--- src/rtl/rgmii_delay_pkg.sv ---
// Shared types and constants for the RGMII input-delay controller.
// Scan states exist only when RGMII_EYE_SCAN_EN is defined.
package rgmii_delay_pkg;

  localparam int DEF_TAP_W = 5;
  localparam int ERR_CNT_W = 8;

`ifdef RGMII_EYE_SCAN_EN
  typedef enum logic [2:0] {
    S_WAIT_RDY, S_LOAD, S_SETTLE, S_IDLE,
    S_SCAN_LOAD, S_SCAN_DWELL, S_SCAN_EVAL, S_SCAN_APPLY
  } state_t;
`else
  typedef enum logic [1:0] {
    S_WAIT_RDY, S_LOAD, S_SETTLE, S_IDLE
  } state_t;
`endif

  function automatic int lane_w(input int lanes);
    return (lanes > 1) ? $clog2(lanes) : 1;
  endfunction

endpackage

--- src/rtl/rgmii_delay_ctrl_if.sv ---
// Tap-load command channel: valid/ready handshake with lane select and tap value.
interface rgmii_delay_ctrl_if
  import rgmii_delay_pkg::*;
#(
  parameter int LANES = 5,
  parameter int TAP_W = DEF_TAP_W
);
  localparam int LANE_W = lane_w(LANES);

  logic              cmd_valid;
  logic              cmd_ready;
  logic [LANE_W-1:0] cmd_lane;
  logic              cmd_all;
  logic [TAP_W-1:0]  cmd_tap;

  modport master (output cmd_valid, cmd_lane, cmd_all, cmd_tap, input cmd_ready);
  modport slave  (input cmd_valid, cmd_lane, cmd_all, cmd_tap, output cmd_ready);
endinterface

--- src/rtl/rgmii_eye_window.sv ---
// Tracks the longest contiguous run of passing taps during an eye scan and
// reports its centre (first run wins ties).
module rgmii_eye_window #(
  parameter int TAP_W = 5
) (
  input  logic             clock,
  input  logic             reset_n,
  input  logic             clear,
  input  logic             valid,
  input  logic [TAP_W-1:0] tap,
  input  logic             pass,
  output logic [TAP_W-1:0] best_tap,
  output logic             any_pass
);
  logic [TAP_W-1:0] cur_start, best_start, run_start;
  logic [TAP_W:0]   cur_len, best_len, run_len;

  assign run_start = (cur_len == '0) ? tap : cur_start;
  assign run_len   = cur_len + 1'b1;

  always_ff @(posedge clock or negedge reset_n) begin
    if (!reset_n) begin
      cur_start  <= '0;
      cur_len    <= '0;
      best_start <= '0;
      best_len   <= '0;
    end else if (clear) begin
      cur_start  <= '0;
      cur_len    <= '0;
      best_start <= '0;
      best_len   <= '0;
    end else if (valid) begin
      if (pass) begin
        cur_start <= run_start;
        cur_len   <= run_len;
        // strict compare keeps the earliest run on equal length
        if (run_len > best_len) begin
          best_start <= run_start;
          best_len   <= run_len;
        end
      end else begin
        cur_len <= '0;
      end
    end
  end

  assign any_pass = (best_len != '0);
  assign best_tap = best_start + TAP_W'((best_len - 1'b1) >> 1);
endmodule

--- src/rtl/rgmii_delay_ctrl.sv ---
// IDELAYE2 tap controller: reloads taps after IDELAYCTRL ready, applies commanded
// taps, and with RGMII_EYE_SCAN_EN defined sweeps all taps to centre the RX eye.
module rgmii_delay_ctrl
  import rgmii_delay_pkg::*;
#(
  parameter int LANES         = 5,
  parameter int TAP_W         = DEF_TAP_W,
  parameter int INIT_TAP      = 25,
  parameter int SETTLE_CYCLES = 4,
  parameter int DWELL_CYCLES  = 1024
) (
  input  logic                     clock,
  input  logic                     reset_n,
  input  logic                     idelay_rdy,
  rgmii_delay_ctrl_if.slave        bus,
  output logic [LANES-1:0]         idelay_ld,
  output logic [LANES*TAP_W-1:0]   idelay_cntvalue,
  output logic [LANES*TAP_W-1:0]   tap_out,
`ifdef RGMII_EYE_SCAN_EN
  input  logic                     scan_start,
  input  logic                     err_pulse,
  output logic                     scan_done,
  output logic                     scan_fail,
  output logic [TAP_W-1:0]         scan_best_tap,
`endif
  output logic                     busy
);
  localparam int MAXC  = (DWELL_CYCLES > SETTLE_CYCLES) ? DWELL_CYCLES : SETTLE_CYCLES;
  localparam int CNT_W = $clog2(MAXC + 1);
  localparam logic [CNT_W-1:0] SETTLE_LAST = CNT_W'(SETTLE_CYCLES - 1);

  typedef logic [LANES-1:0][TAP_W-1:0] taps_t;
  localparam taps_t TAPS_INIT = {LANES{TAP_W'(INIT_TAP)}};

  state_t           state;
  logic             rdy_meta, rdy_sync;
  taps_t            taps, cmd_taps;
  logic [LANES-1:0] ld, cmd_mask;
  logic [CNT_W-1:0] cnt;
  logic             ready_q, busy_q;

  always_ff @(posedge clock or negedge reset_n) begin
    if (!reset_n) begin
      rdy_meta <= 1'b0;
      rdy_sync <= 1'b0;
    end else begin
      rdy_meta <= idelay_rdy;
      rdy_sync <= rdy_meta;
    end
  end

  // out-of-range lane without broadcast yields an empty mask: command is dropped
  always_comb begin
    cmd_mask = '0;
    if (bus.cmd_all)
      cmd_mask = '1;
    else if (int'(bus.cmd_lane) < LANES)
      cmd_mask[bus.cmd_lane] = 1'b1;
    for (int n = 0; n < LANES; n++)
      cmd_taps[n] = cmd_mask[n] ? bus.cmd_tap : taps[n];
  end

`ifdef RGMII_EYE_SCAN_EN
  localparam logic [CNT_W-1:0] DWELL_LAST = CNT_W'(DWELL_CYCLES - 1);

  logic [TAP_W-1:0]     scan_tap, next_tap, win_best, best_q;
  logic [ERR_CNT_W-1:0] err_cnt;
  taps_t                saved_taps;
  logic                 sweeping, applying, no_pass_q, done_q, fail_q;
  logic                 scan_go, win_any;

  assign next_tap = scan_tap + 1'b1;
  assign scan_go  = (state == S_IDLE) && !bus.cmd_valid && scan_start;

  rgmii_eye_window #(.TAP_W(TAP_W)) u_window (
    .clock    (clock),
    .reset_n  (reset_n),
    .clear    (scan_go),
    .valid    (state == S_SCAN_EVAL),
    .tap      (scan_tap),
    .pass     (err_cnt == '0),
    .best_tap (win_best),
    .any_pass (win_any)
  );

  assign scan_done     = done_q;
  assign scan_fail     = fail_q;
  assign scan_best_tap = best_q;
`endif

  always_ff @(posedge clock or negedge reset_n) begin
    if (!reset_n) begin
      state   <= S_WAIT_RDY;
      taps    <= TAPS_INIT;
      ld      <= '0;
      cnt     <= '0;
      ready_q <= 1'b0;
      busy_q  <= 1'b1;
`ifdef RGMII_EYE_SCAN_EN
      scan_tap   <= '0;
      err_cnt    <= '0;
      saved_taps <= TAPS_INIT;
      sweeping   <= 1'b0;
      applying   <= 1'b0;
      no_pass_q  <= 1'b0;
      done_q     <= 1'b0;
      fail_q     <= 1'b0;
      best_q     <= '0;
`endif
    end else begin
      ld <= '0;
`ifdef RGMII_EYE_SCAN_EN
      done_q <= 1'b0;
`endif
      if (state != S_WAIT_RDY && !rdy_sync) begin
        state   <= S_WAIT_RDY;
        ready_q <= 1'b0;
        busy_q  <= 1'b1;
`ifdef RGMII_EYE_SCAN_EN
        sweeping <= 1'b0;
        applying <= 1'b0;
`endif
      end else begin
        case (state)
          S_WAIT_RDY: if (rdy_sync) begin
            state <= S_LOAD;
            ld    <= '1;
          end
          S_LOAD: begin
            state <= S_SETTLE;
            cnt   <= '0;
          end
          S_SETTLE: if (cnt == SETTLE_LAST) begin
`ifdef RGMII_EYE_SCAN_EN
            if (sweeping) begin
              state   <= S_SCAN_DWELL;
              cnt     <= '0;
              err_cnt <= '0;
            end else
`endif
            begin
              state   <= S_IDLE;
              ready_q <= 1'b1;
              busy_q  <= 1'b0;
`ifdef RGMII_EYE_SCAN_EN
              if (applying) begin
                done_q   <= 1'b1;
                fail_q   <= no_pass_q;
                applying <= 1'b0;
              end
`endif
            end
          end else begin
            cnt <= cnt + 1'b1;
          end
          S_IDLE: begin
            if (bus.cmd_valid) begin
              if (cmd_mask != '0) begin
                taps    <= cmd_taps;
                ld      <= cmd_mask;
                state   <= S_LOAD;
                ready_q <= 1'b0;
                busy_q  <= 1'b1;
              end
            end
`ifdef RGMII_EYE_SCAN_EN
            else if (scan_start) begin
              saved_taps <= taps;
              taps       <= '0;
              ld         <= '1;
              scan_tap   <= '0;
              sweeping   <= 1'b1;
              fail_q     <= 1'b0;
              state      <= S_SCAN_LOAD;
              ready_q    <= 1'b0;
              busy_q     <= 1'b1;
            end
`endif
          end
`ifdef RGMII_EYE_SCAN_EN
          S_SCAN_LOAD: begin
            state <= S_SETTLE;
            cnt   <= '0;
          end
          S_SCAN_DWELL: begin
            if (err_pulse && err_cnt != '1)
              err_cnt <= err_cnt + 1'b1;
            if (cnt == DWELL_LAST)
              state <= S_SCAN_EVAL;
            else
              cnt <= cnt + 1'b1;
          end
          S_SCAN_EVAL: begin
            if (scan_tap == '1) begin
              state    <= S_SCAN_APPLY;
              sweeping <= 1'b0;
            end else begin
              scan_tap <= next_tap;
              taps     <= {LANES{next_tap}};
              ld       <= '1;
              state    <= S_SCAN_LOAD;
            end
          end
          // window tracker has seen the last tap by now
          S_SCAN_APPLY: begin
            state     <= S_LOAD;
            ld        <= '1;
            applying  <= 1'b1;
            no_pass_q <= !win_any;
            if (win_any) begin
              taps   <= {LANES{win_best}};
              best_q <= win_best;
            end else begin
              taps <= saved_taps;
            end
          end
`endif
          default: state <= S_WAIT_RDY;
        endcase
      end
    end
  end

  assign idelay_ld       = ld;
  assign idelay_cntvalue = taps;
  assign tap_out         = taps;
  assign busy            = busy_q;
  assign bus.cmd_ready   = ready_q;
endmodule
--- src/flat_wrapper.sv ---
// flat-port wrapper written by rule: the top's interface ports become plain ports
module rgmii_delay_ctrl_flat import rgmii_delay_pkg::*;
#(
  parameter int LANES         = 5,
  parameter int TAP_W         = DEF_TAP_W,
  parameter int INIT_TAP      = 25,
  parameter int SETTLE_CYCLES = 4,
  parameter int DWELL_CYCLES  = 1024
)
  (clock, reset_n, idelay_rdy, idelay_ld, idelay_cntvalue, tap_out, busy, bus_cmd_valid, bus_cmd_lane, bus_cmd_all, bus_cmd_tap, bus_cmd_ready);
  rgmii_delay_ctrl_if #(.LANES(LANES), .TAP_W(TAP_W)) bus_i ();
  input  logic clock;
  input  logic reset_n;
  input  logic idelay_rdy;
  output logic [LANES-1:0] idelay_ld;
  output logic [LANES*TAP_W-1:0] idelay_cntvalue;
  output logic [LANES*TAP_W-1:0] tap_out;
  output logic busy;
  input wire logic [$bits(bus_i.cmd_valid)-1:0] bus_cmd_valid;
  input wire logic [$bits(bus_i.cmd_lane)-1:0] bus_cmd_lane;
  input wire logic [$bits(bus_i.cmd_all)-1:0] bus_cmd_all;
  input wire logic [$bits(bus_i.cmd_tap)-1:0] bus_cmd_tap;
  output wire logic [$bits(bus_i.cmd_ready)-1:0] bus_cmd_ready;
  assign bus_i.cmd_valid = bus_cmd_valid;
  assign bus_i.cmd_lane = bus_cmd_lane;
  assign bus_i.cmd_all = bus_cmd_all;
  assign bus_i.cmd_tap = bus_cmd_tap;
  assign bus_cmd_ready = bus_i.cmd_ready;
  rgmii_delay_ctrl #(.LANES(LANES), .TAP_W(TAP_W), .INIT_TAP(INIT_TAP), .SETTLE_CYCLES(SETTLE_CYCLES), .DWELL_CYCLES(DWELL_CYCLES)) u_core (.clock(clock), .reset_n(reset_n), .idelay_rdy(idelay_rdy), .bus(bus_i), .idelay_ld(idelay_ld), .idelay_cntvalue(idelay_cntvalue), .tap_out(tap_out), .busy(busy));
endmodule
--- config.mk ---
export PLATFORM = sky130hd
export DESIGN_NAME = rgmii_delay_ctrl_flat
export DESIGN_NICKNAME = d
export VERILOG_FILES = /design/src/rtl/rgmii_delay_pkg.sv /design/src/rtl/rgmii_delay_ctrl_if.sv /design/src/rtl/rgmii_eye_window.sv /design/src/rtl/rgmii_delay_ctrl.sv /design/src/flat_wrapper.sv
export SDC_FILE = /design/constraint.sdc
export NUM_CORES = 1
export LEC_CHECK = 0
export ABC_AREA = 1
export BUFFER_PORTS_ARGS = -buffer_cell sky130_fd_sc_hd__buf_2
export CAP_MARGIN = 20
export CORE_MARGIN = 2
export CORE_UTILIZATION = 42
export CTS_CLUSTER_DIAMETER = 100
export DETAILED_ROUTE_END_ITERATION = 16
export PLACE_DENSITY = 0.66
export SETUP_SLACK_MARGIN = 0.5
export SLEW_MARGIN = 10
export SYNTH_ARGS = -nofsm -noshare
export SYNTH_HDL_FRONTEND = slang
export SYNTH_SLANG_ARGS = --single-unit
--- constraint.sdc ---
create_clock -name clock -period 3.75 [get_ports clock]
set_clock_uncertainty 0.15 [all_clocks]
set_input_delay 0.75 -clock clock [delete_from_list [all_inputs] [get_ports clock]]
set_output_delay 0.75 -clock clock [all_outputs]
set_load 0.005 [all_outputs]
* Word level (Yosys, flattened, before mapping)
Index checks and enable logic that the tools add are counted.
** Storage, ports and cells
- Flip-flop bits (word level) :: 47
- Bits of input ports :: 13
- Output and inout port bits :: 57
- Word-level logic and storage cells :: 69
** Operators by class
- Add/subtract/negate cells :: 1
- $lt $le $gt $ge :: 3
- Eq/ne operators :: 9
- Mux-type cells :: 27
- Bitwise logic cells :: 1
- Reduce and logical (&&, ||, !) cells :: 16
** Operators by type and width (count)
- two-way mux 5 bit :: 6
- AND reduction 5 bit :: 5
- one-hot mux 11 bit (2 select lines) :: 1
- adder 11 x 1 -> 11 bit (second input constant) :: 1
- == test 11 x 2 -> 1 bit (second input constant) :: 1
- two-way mux 11 bit :: 1
- two-way mux 2 bit :: 5
- one-hot mux 5 bit (2 select lines) :: 1
- two-way mux 1 bit :: 9
- != test 3 x 1 -> 1 bit (second input constant) :: 3
- one-hot mux 2 bit (4 select lines) :: 1
- AND reduction 4 bit :: 2
- nonzero test 5 bit :: 1
- == test 2 bit (second input constant) :: 2
- < comparator 3 x 4 -> 1 bit (second input constant) :: 1
- one-hot mux 1 bit (2 select lines) :: 2
- nonzero test 2 bit :: 2
- demux 1 bit (select 3 bit) :: 1
- greater-or-equal comparator 3 x 1 -> 1 bit (second input constant) :: 1
- < comparator 3 bit (second input constant) :: 1
- != test 3 x 2 -> 1 bit (second input constant) :: 1
- AND reduction 3 bit :: 1
- nonzero test 3 bit :: 1
- == test 2 x 1 -> 1 bit (second input constant) :: 1
- 5 further kinds :: 6

* Longest topological paths before layout
Gate-level depths: netlist of the first run.
- Depth in word-level cells :: 11
- Mapped depth :: 10
- Gate-level depth less buffers :: 9

* Worst setup path after synthesis of the first run
OpenSTA, ideal clock, no wires.
- Path kind :: input-to-reg
- From :: input port bus_cmd_lane[1]
- To :: register u_core.taps (netlist bit u_core.idelay_cntvalue[16])
- Setup time :: 0.119 ns
- Data arrival time :: 1.408 ns
- Data required time :: 3.481 ns
- Setup slack :: 2.073 ns
- Stages :: 9
- Path buffers :: 1
- Cell sequence :: inv_1 nand2_1 nand3_1 nand2_1 inv_2 nand2_2 buf_6 nand2_1 o21ai_2
** Between the ends
- Longest elaborated chain between the ends :: 8
** RTL lines
- from (decl) :: line flat_wrapper.sv:20 : input wire logic [$bits(bus_i.cmd_lane)-1:0] bus_cmd_lane;
- < comparator 3 x 4 -> 1 bit (not written as such) or greater-or-equal comparator 3 x 1 -> 1 bit (tied branches) :: line rgmii_delay_ctrl.sv:58 : cmd_mask[bus.cmd_lane] = 1'b1;
- logical AND 1 bit (not written as such) :: line rgmii_delay_ctrl.sv:58
- two-way mux 1 bit (not written as such) :: line rgmii_delay_ctrl.sv:58
- demux 1 bit (select 3 bit)
- two-way mux 5 bit * :: line rgmii_delay_ctrl.sv:57 : else if (int'(bus.cmd_lane) < LANES)
- two-way mux 5 bit * :: line rgmii_delay_ctrl.sv:55 : if (bus.cmd_all)
- nonzero test 5 bit :: line rgmii_delay_ctrl.sv:158 : if (cmd_mask != '0) begin
- AND reduction 5 bit (no line) *
- to (signal assigned) :: line rgmii_delay_ctrl.sv:159 : taps <= cmd_taps;
- to (decl) :: line rgmii_delay_ctrl.sv:37 : taps_t taps, cmd_taps;
Every way passes the cells marked *; elsewhere a longest branch is shown, timed or not.
A chain may end at the register's enable or synchronous reset.

* Final worst setup path of the first run
- From :: register u_core.state[1]
- To :: register u_core.cnt[5]
** Between the ends
- Longest elaborated chain between the ends :: 4
** RTL lines
- from (decl) :: line rgmii_delay_ctrl.sv:35 : state_t state;
- from (signal assigned) :: line rgmii_delay_ctrl.sv:93 : state <= S_WAIT_RDY;
- from (signal assigned) :: line rgmii_delay_ctrl.sv:116 : state <= S_WAIT_RDY;
- from (signal assigned) :: line rgmii_delay_ctrl.sv:126 : state <= S_LOAD;
- parallel branches: the longest is 4 deep, another holds AND reduction 3 bit
- to (signal assigned) :: line rgmii_delay_ctrl.sv:154 : cnt <= cnt + 1'b1;
- to (decl) :: line rgmii_delay_ctrl.sv:39 : logic [CNT_W-1:0] cnt;
Several ways; the timed one is not identified.

==> results of run 1 <==
cells by family after synthesis:
family,Yosys count,share of synthesized area [%]
and+or+nand+nor,144,24.57
buffers and inverters,58,13.52
xor gates and xnor gates,5,1.727
adders and majority gates,5,2.467
DFF,47,47.16
AOI/OAI and AO/OA,47,10.56
cells in the final DEF, fill, tap and decap left out, types with 4 or more instances in the layout:
cell and n:
ha_1 5, nand3_1 18, nand4_1 8, clkbuf_8 6
nand2_2 4, dfstp_2 16, a21oi_1 4, inv_1 26
dfrtp_1 31, o21ai_0 29, nand2_1 87, nor2_1 20
o21ai_2 7, buf_2 69, o21ai_1 5
power breakdown:
group,total (mW),switching [mW],internal (mW)
Combinational,0.734,0.412,0.322
Clock,0.378,0.163,0.216
Sequential,0.838,0.118,0.720
Total,1.95,0.693,1.26
worst max-delay path, cell delays in order, from the launching register on:
cell and delay, ns:
dfrtp_1 0.44, inv_1 0.11, ha_1 0.21, nor2_4 0.07
inv_1 0.28, nand3_1 0.26, nand2_2 0.21, nand3_1 0.09
nand2_1 0.08
stage by stage:
stage | area, um^2 | setup WS, ns | util (%) | total power [mW]
global route | 2872 | 1.568 | 48.79 | 2.143
detailed placement | 2734 | 1.762 | 46.45 | 1.590
CTS | 2851 | 1.746 | 48.45 | 1.980
floorplan | 2536 | 2.073 | - | 1.412
finish | 2872 | 1.773 | 48.79 | 1.950
global placement | 2734 | 1.755 | 46.45 | 1.570
flip-flops by register name (all words and copies together), names as in the netlist:
signal	cells
u_core.idelay_ld	5
u_core.idelay_cntvalue	25
u_core.rdy_meta	1
u_core.rdy_sync	1
u_core.bus.cmd_ready	1
u_core.state	2
u_core.busy	1
u_core.cnt	11
area by class of cell:
class | count | area, um^2
fillers | 587 | 3014
flip-flops and latches | 47 | 1196
multi-input cells | 201 | 997.2
repair buffers | 70 | 365.4
inverters | 27 | 101.3
well taps | 75 | 93.84
clock buffers | 6 | 82.58
clock inverters | 2 | 35.03
worst max path at each step:
| stage | start | to | slack (ns) | cells past startpoint |
|---|---|---|---|---|
| 5_1_grt | u_core.state[1] | u_core.cnt[10] | 1.57 | 6 |
| 3_5_place_dp | u_core.state[1] | u_core.cnt[5] | 1.76 | 8 |
| 4_1_cts | u_core.state[1] | u_core.cnt[5] | 1.75 | 8 |
| 2_1_floorplan | bus_cmd_lane[1] | u_core.idelay_cntvalue[16] | 2.07 | 9 |
| 6_report | u_core.state[1] | u_core.cnt[5] | 1.77 | 8 |
| 3_3_place_gp | bus_cmd_lane[1] | u_core.idelay_cntvalue[1] | 1.75 | 7 |
metal layers:
metal	GRT usage, %	vias up
li1	-	1049
met3	3.736	6
met5	0	-
met4	5.000	0
met1	21.42	932
met2	26.56	73
==> run metrics, run 1 <==
outcome=finished, final reports clean; layout cells sized above 1=32.01%; WL met3=345 um; DR top layer=met4; RD Place Congestion=0.8457; count leader, synth=nand2_1; Slew Viols, Final=0; Buffers on Ports=69; Final setup viols=0; Max Root-Sink Buffers=2; die area=between 6000 and 7000 um^2; starting density of the core=between 40% and 50%; worst reg2reg setup slack=1.77 ns; worst-skew pair later-pin latency=0.30 ns; Synth top cells by count=87 x nand2_1, 31 x dfrtp_1, 29 x o21ai_0; top cell type's share of synthesized area=a little under a third; syn nets=324; DR vias=2060; global-route usage over all layers=16.21%; Worst Setup End Kind=flop; post-synthesis sequential area ratio=47.16%; initial drt markers=80; Leak=roughly 1.5 nW; Area growth, synth to finish=13.22%; asr flop ratio synth=100.0%; ant diodes=0; largest net degree at the start of global routing=48; die height=slightly above 80 um; TritonCTS clock tree=built; Die Wd=between 80 and 90 um; Required @ worst endpoint=3.84 ns; setup TNS=0 ns; Pre-Repair DR Iteration Count=4; max cap viols=0; R2R cell count=8; CTS Root Cell=clkbuf_8; Mapped Cells=306; Worst-path clk slew=about 0.080 ns; Routed Antenna Nets=0; WL/cell=approximately 12 um; grt ovf=0; Post-Route WL=about 5100 um; final period utilization=52.71%; reg-to-reg endpoint=u_core.cnt[5]; Slew @ Worst Pin=around 0.42 ns; Distinct cells, synth=27; Syn. warnings=0; Yosys top cell by area=dfrtp_1; largest cells by area after synthesis=dfrtp_1 31%, dfstp_2 17%, nand2_1 13%, buf_4 7.7%, o21ai_0 5.7%; Max FO, Critical Path=12; first-pass GRT wire length=8273 um; Setup CP Type=flop to flop; pwr dens=679.1 nW/um^2; Post-Syn Area=2536 um^2; Crit Reg-Reg Startpoint=u_core.state[1]; syn_area_per_cell=8.288 um^2; I/O pin total=70; setup bufs post-CTS=0; worst vdd ir=302.5 uV; WL met1=2329 um; row count=28; flops & latches, synth=47; core box area=5886 um^2; Hold Crit Class=primary input to asynchronous set/reset pin; Max Freq=approximately 500 MHz; Non-Filler Instances=428; post-layout minimum cycle time=1.977 ns; vias in the first global route=about 1800; max_slew headroom=71.87%; CTS sink count=47; worst hold slack=0.1884 ns; CP startpoint kind=flop; RSZ-0062 raised after global routing=no; EDFF count, synth=0; DP HPWL=3810 um; # H-tree levels=2; met2 WL=2324 um; initial antenna violation count=0; placed insts=419; final hold vios=0; number of hold buffers added after cts=0; post-DR vias/cell=4.813; CTS buffer count=5; Worst EP arrival=2.06 ns; post-cts sizing count=0; Final Net Count=370; ys flop type=dfrtp_1; # DRC=0
No activity file was read; power rests on OpenSTA's default activity.
==> inputs of run 2 (changes only) <==
- PLACE_DENSITY: 0.66 -> 0.69
- clock period: 3.75 -> 1.8 ns (I/O delays scaled with it)
==> run 2 against run 1 <==
Effect of this change: highest routed layer unchanged; sequential power is 110% higher; critical path type unchanged; cell area rose by 29%; maximum frequency grew 23%.
==> run metrics, run 2 (same netlist as run 1, synthesis figures left out) <==
RD Place Congestion=0.8995 (was 0.8457); TritonCTS clock tree=built (unchanged); worst hold slack=0.009171 ns (was 0.1884 ns); pwr dens=1489 nW/um^2 (was 679.1 nW/um^2); final hold vios=0 (unchanged); # DRC=0 (unchanged); CTS buffer count=5 (unchanged); Die Wd=81.71 um (unchanged); layout cells sized above 1=52.25% (was 32.01%); worst reg2reg setup slack=0.20 ns (was 1.77 ns); most frequent CP cell=nor2_4; CP startpoint kind=flop (unchanged); max cap viols=0 (unchanged); Crit Reg-Reg Startpoint=u_core.state[1] (unchanged); WL/cell=14.37 um (was 11.80 um); global-route usage over all layers=20.34% (was 16.21%); Required @ worst endpoint=1.83 ns (was 3.84 ns); Max Freq=623.1 MHz (was 505.9 MHz); Placement Setup Slack=0.1251 ns (was 1.762 ns); total power=5.537 mW (was 1.950 mW); Worst EP arrival=1.64 ns (was 2.06 ns); Stages on worst setup path=9 (was 8); Multi-input gate area=1343 um^2 (was 997.2 um^2); first-pass GRT wire length=10350 um (was 8273 um); R2R cell count=9 (was 8); Slew Viols, Final=0 (unchanged); ant diodes=0 (unchanged); Area growth, synth to finish=46.57% (was 13.22%); post-layout minimum cycle time=1.605 ns (was 1.977 ns); row count=28 (unchanged); CTS Root Cell=clkbuf_8 (unchanged); FF/Latch Area=1200 um^2 (was 1196 um^2); CP max-delay cell=dfrtp_2 (was dfrtp_1); worst vdd ir=782.7 uV (was 302.5 uV); Setup CP Type=flop to flop (unchanged); DP HPWL=3902 um (was 3810 um); CP peak stage delay=0.45 ns (was 0.44 ns); cells along the critical path=inv_2 > ha_4 > nor2_4 > nor2_4 > nand2_4 > clkinv_8 > nand2_8 > nand2_2 > o21ai_1 (was inv_1 > ha_1 > nor2_4 > inv_1 > nand3_1 > nand2_2 > nand3_1 > nand2_1); core box area=5886 um^2 (unchanged); I/O pin total=70 (unchanged); Slew @ Worst Pin=0.7112 ns (was 0.4219 ns); hold path start=idelay_rdy; vias in the first global route=2192 (was 1809); final period utilization=89.16% (was 52.71%); Hold Crit Class=primary input to flop (was primary input to asynchronous set/reset pin); final setup margin=0.1951 ns (was 1.773 ns); outcome=finished, final reports clean (unchanged); die height=81.71 um (unchanged); Leak=1.792 nW (was 1.467 nW); initial drt markers=100 (was 80); Hold Path End=u_core.rdy_meta; # H-tree levels=2 (unchanged); hold path cells=1; starting density of the core=43.09% (unchanged); commonest non-fill, non-tap cell in the layout=nand2_1 (unchanged); reg-to-reg endpoint=u_core.idelay_cntvalue[12] (was u_core.cnt[5]); Post-Route WL=6828 um (was 5052 um); Crit path max-delay family=simple AND/OR/NAND/NOR gates (unchanged); largest net degree at the start of global routing=34 (was 48); number of buffers and inverters on the critical path=2 (unchanged); max_slew headroom=52.27% (was 71.87%); setup TNS=0 ns (unchanged); initial antenna violation count=0 (unchanged); Buffers on Ports=69 (unchanged); Worst-path clk slew=0.08 ns (about the same); Routed Antenna Nets=0 (unchanged); RSZ-0062 raised after global routing=yes (was no); Fill cells=469 (was 587); Worst Setup SP=u_core.state[1] (unchanged); Max FO, Critical Path=6 (was 12); post-DR vias/cell=4.994 (was 4.813); Final setup viols=0 (unchanged); grt ovf=0 (unchanged); DR vias=2372 (was 2060); CTS sink count=47 (unchanged); die area=6676 um^2 (unchanged); worst-skew pair later-pin latency=0.30 ns (about the same); Core Util, Final=63.16% (was 48.79%); most frequent cells in the layout=63 x nand2_1, 47 x buf_2, 37 x buf_4 (was 87 x nand2_1, 69 x buf_2, 31 x dfrtp_1); Max Root-Sink Buffers=2 (unchanged); max reg flops=25 (unchanged); Worst Setup End Kind=flop (unchanged); Final Net Count=417 (was 370); Pre-Repair DR Iteration Count=4 (unchanged)
run 2: how the worst max path moves through the flow:
| stage | to | slack (ns) |
|---|---|---|
| final | u_core.idelay_cntvalue[12] | 0.20 |
| after global routing | u_core.idelay_cntvalue[21] | 0.14 |
| after CTS | u_core.idelay_cntvalue[22] | 0.22 |
| after detailed placement | u_core.idelay_cntvalue[22] | 0.13 |
| after global placement | u_core.idelay_cntvalue[22] | 0.16 |
| after floorplan | u_core.idelay_cntvalue[16] | 0.26 |
run 2: layer usage:
layer,vias to the layer above,global-route usage (%),wire length [um]
li1,1157,-,-
met1,1130,24.39,2703
met2,73,36.80,3684
met3,12,3.516,313
met4,0,6.833,126
met5,-,0,0
run 2: area by class of cell:
type	count	area share, %
Inverter	27	3.130
Timing Repair Buffer	112	22.38
Sequential cell	47	32.28
Clock inverter	2	1.616
Clock buffer	6	1.952
Multi-Input combinational cell	206	36.12
Tap cell	75	2.524
run 2: where the power goes:
group | internal [mW] | switching [mW]
logic | 1.51 | 1.32
clock network | 0.555 | 0.354
registers | 1.51 | 0.298
run 2: stage by stage:
stage | cell area (um^2) | std cells
after floorplan | 2595 | 306
final | 3717 | 475
after global routing | 3717 | 475
after detailed placement | 2825 | 423
after global placement | 2825 | 423
after CTS | 3403 | 461
run 2: repair_timing:
item	in CTS	in global routing
endpoints found under the setup margin	102	117
hold buffers	1	0
endpoints found under the hold margin	13	0
pin swaps	19	12
buffers inserted	25	13
resized for setup	54	52
cloned	4	1
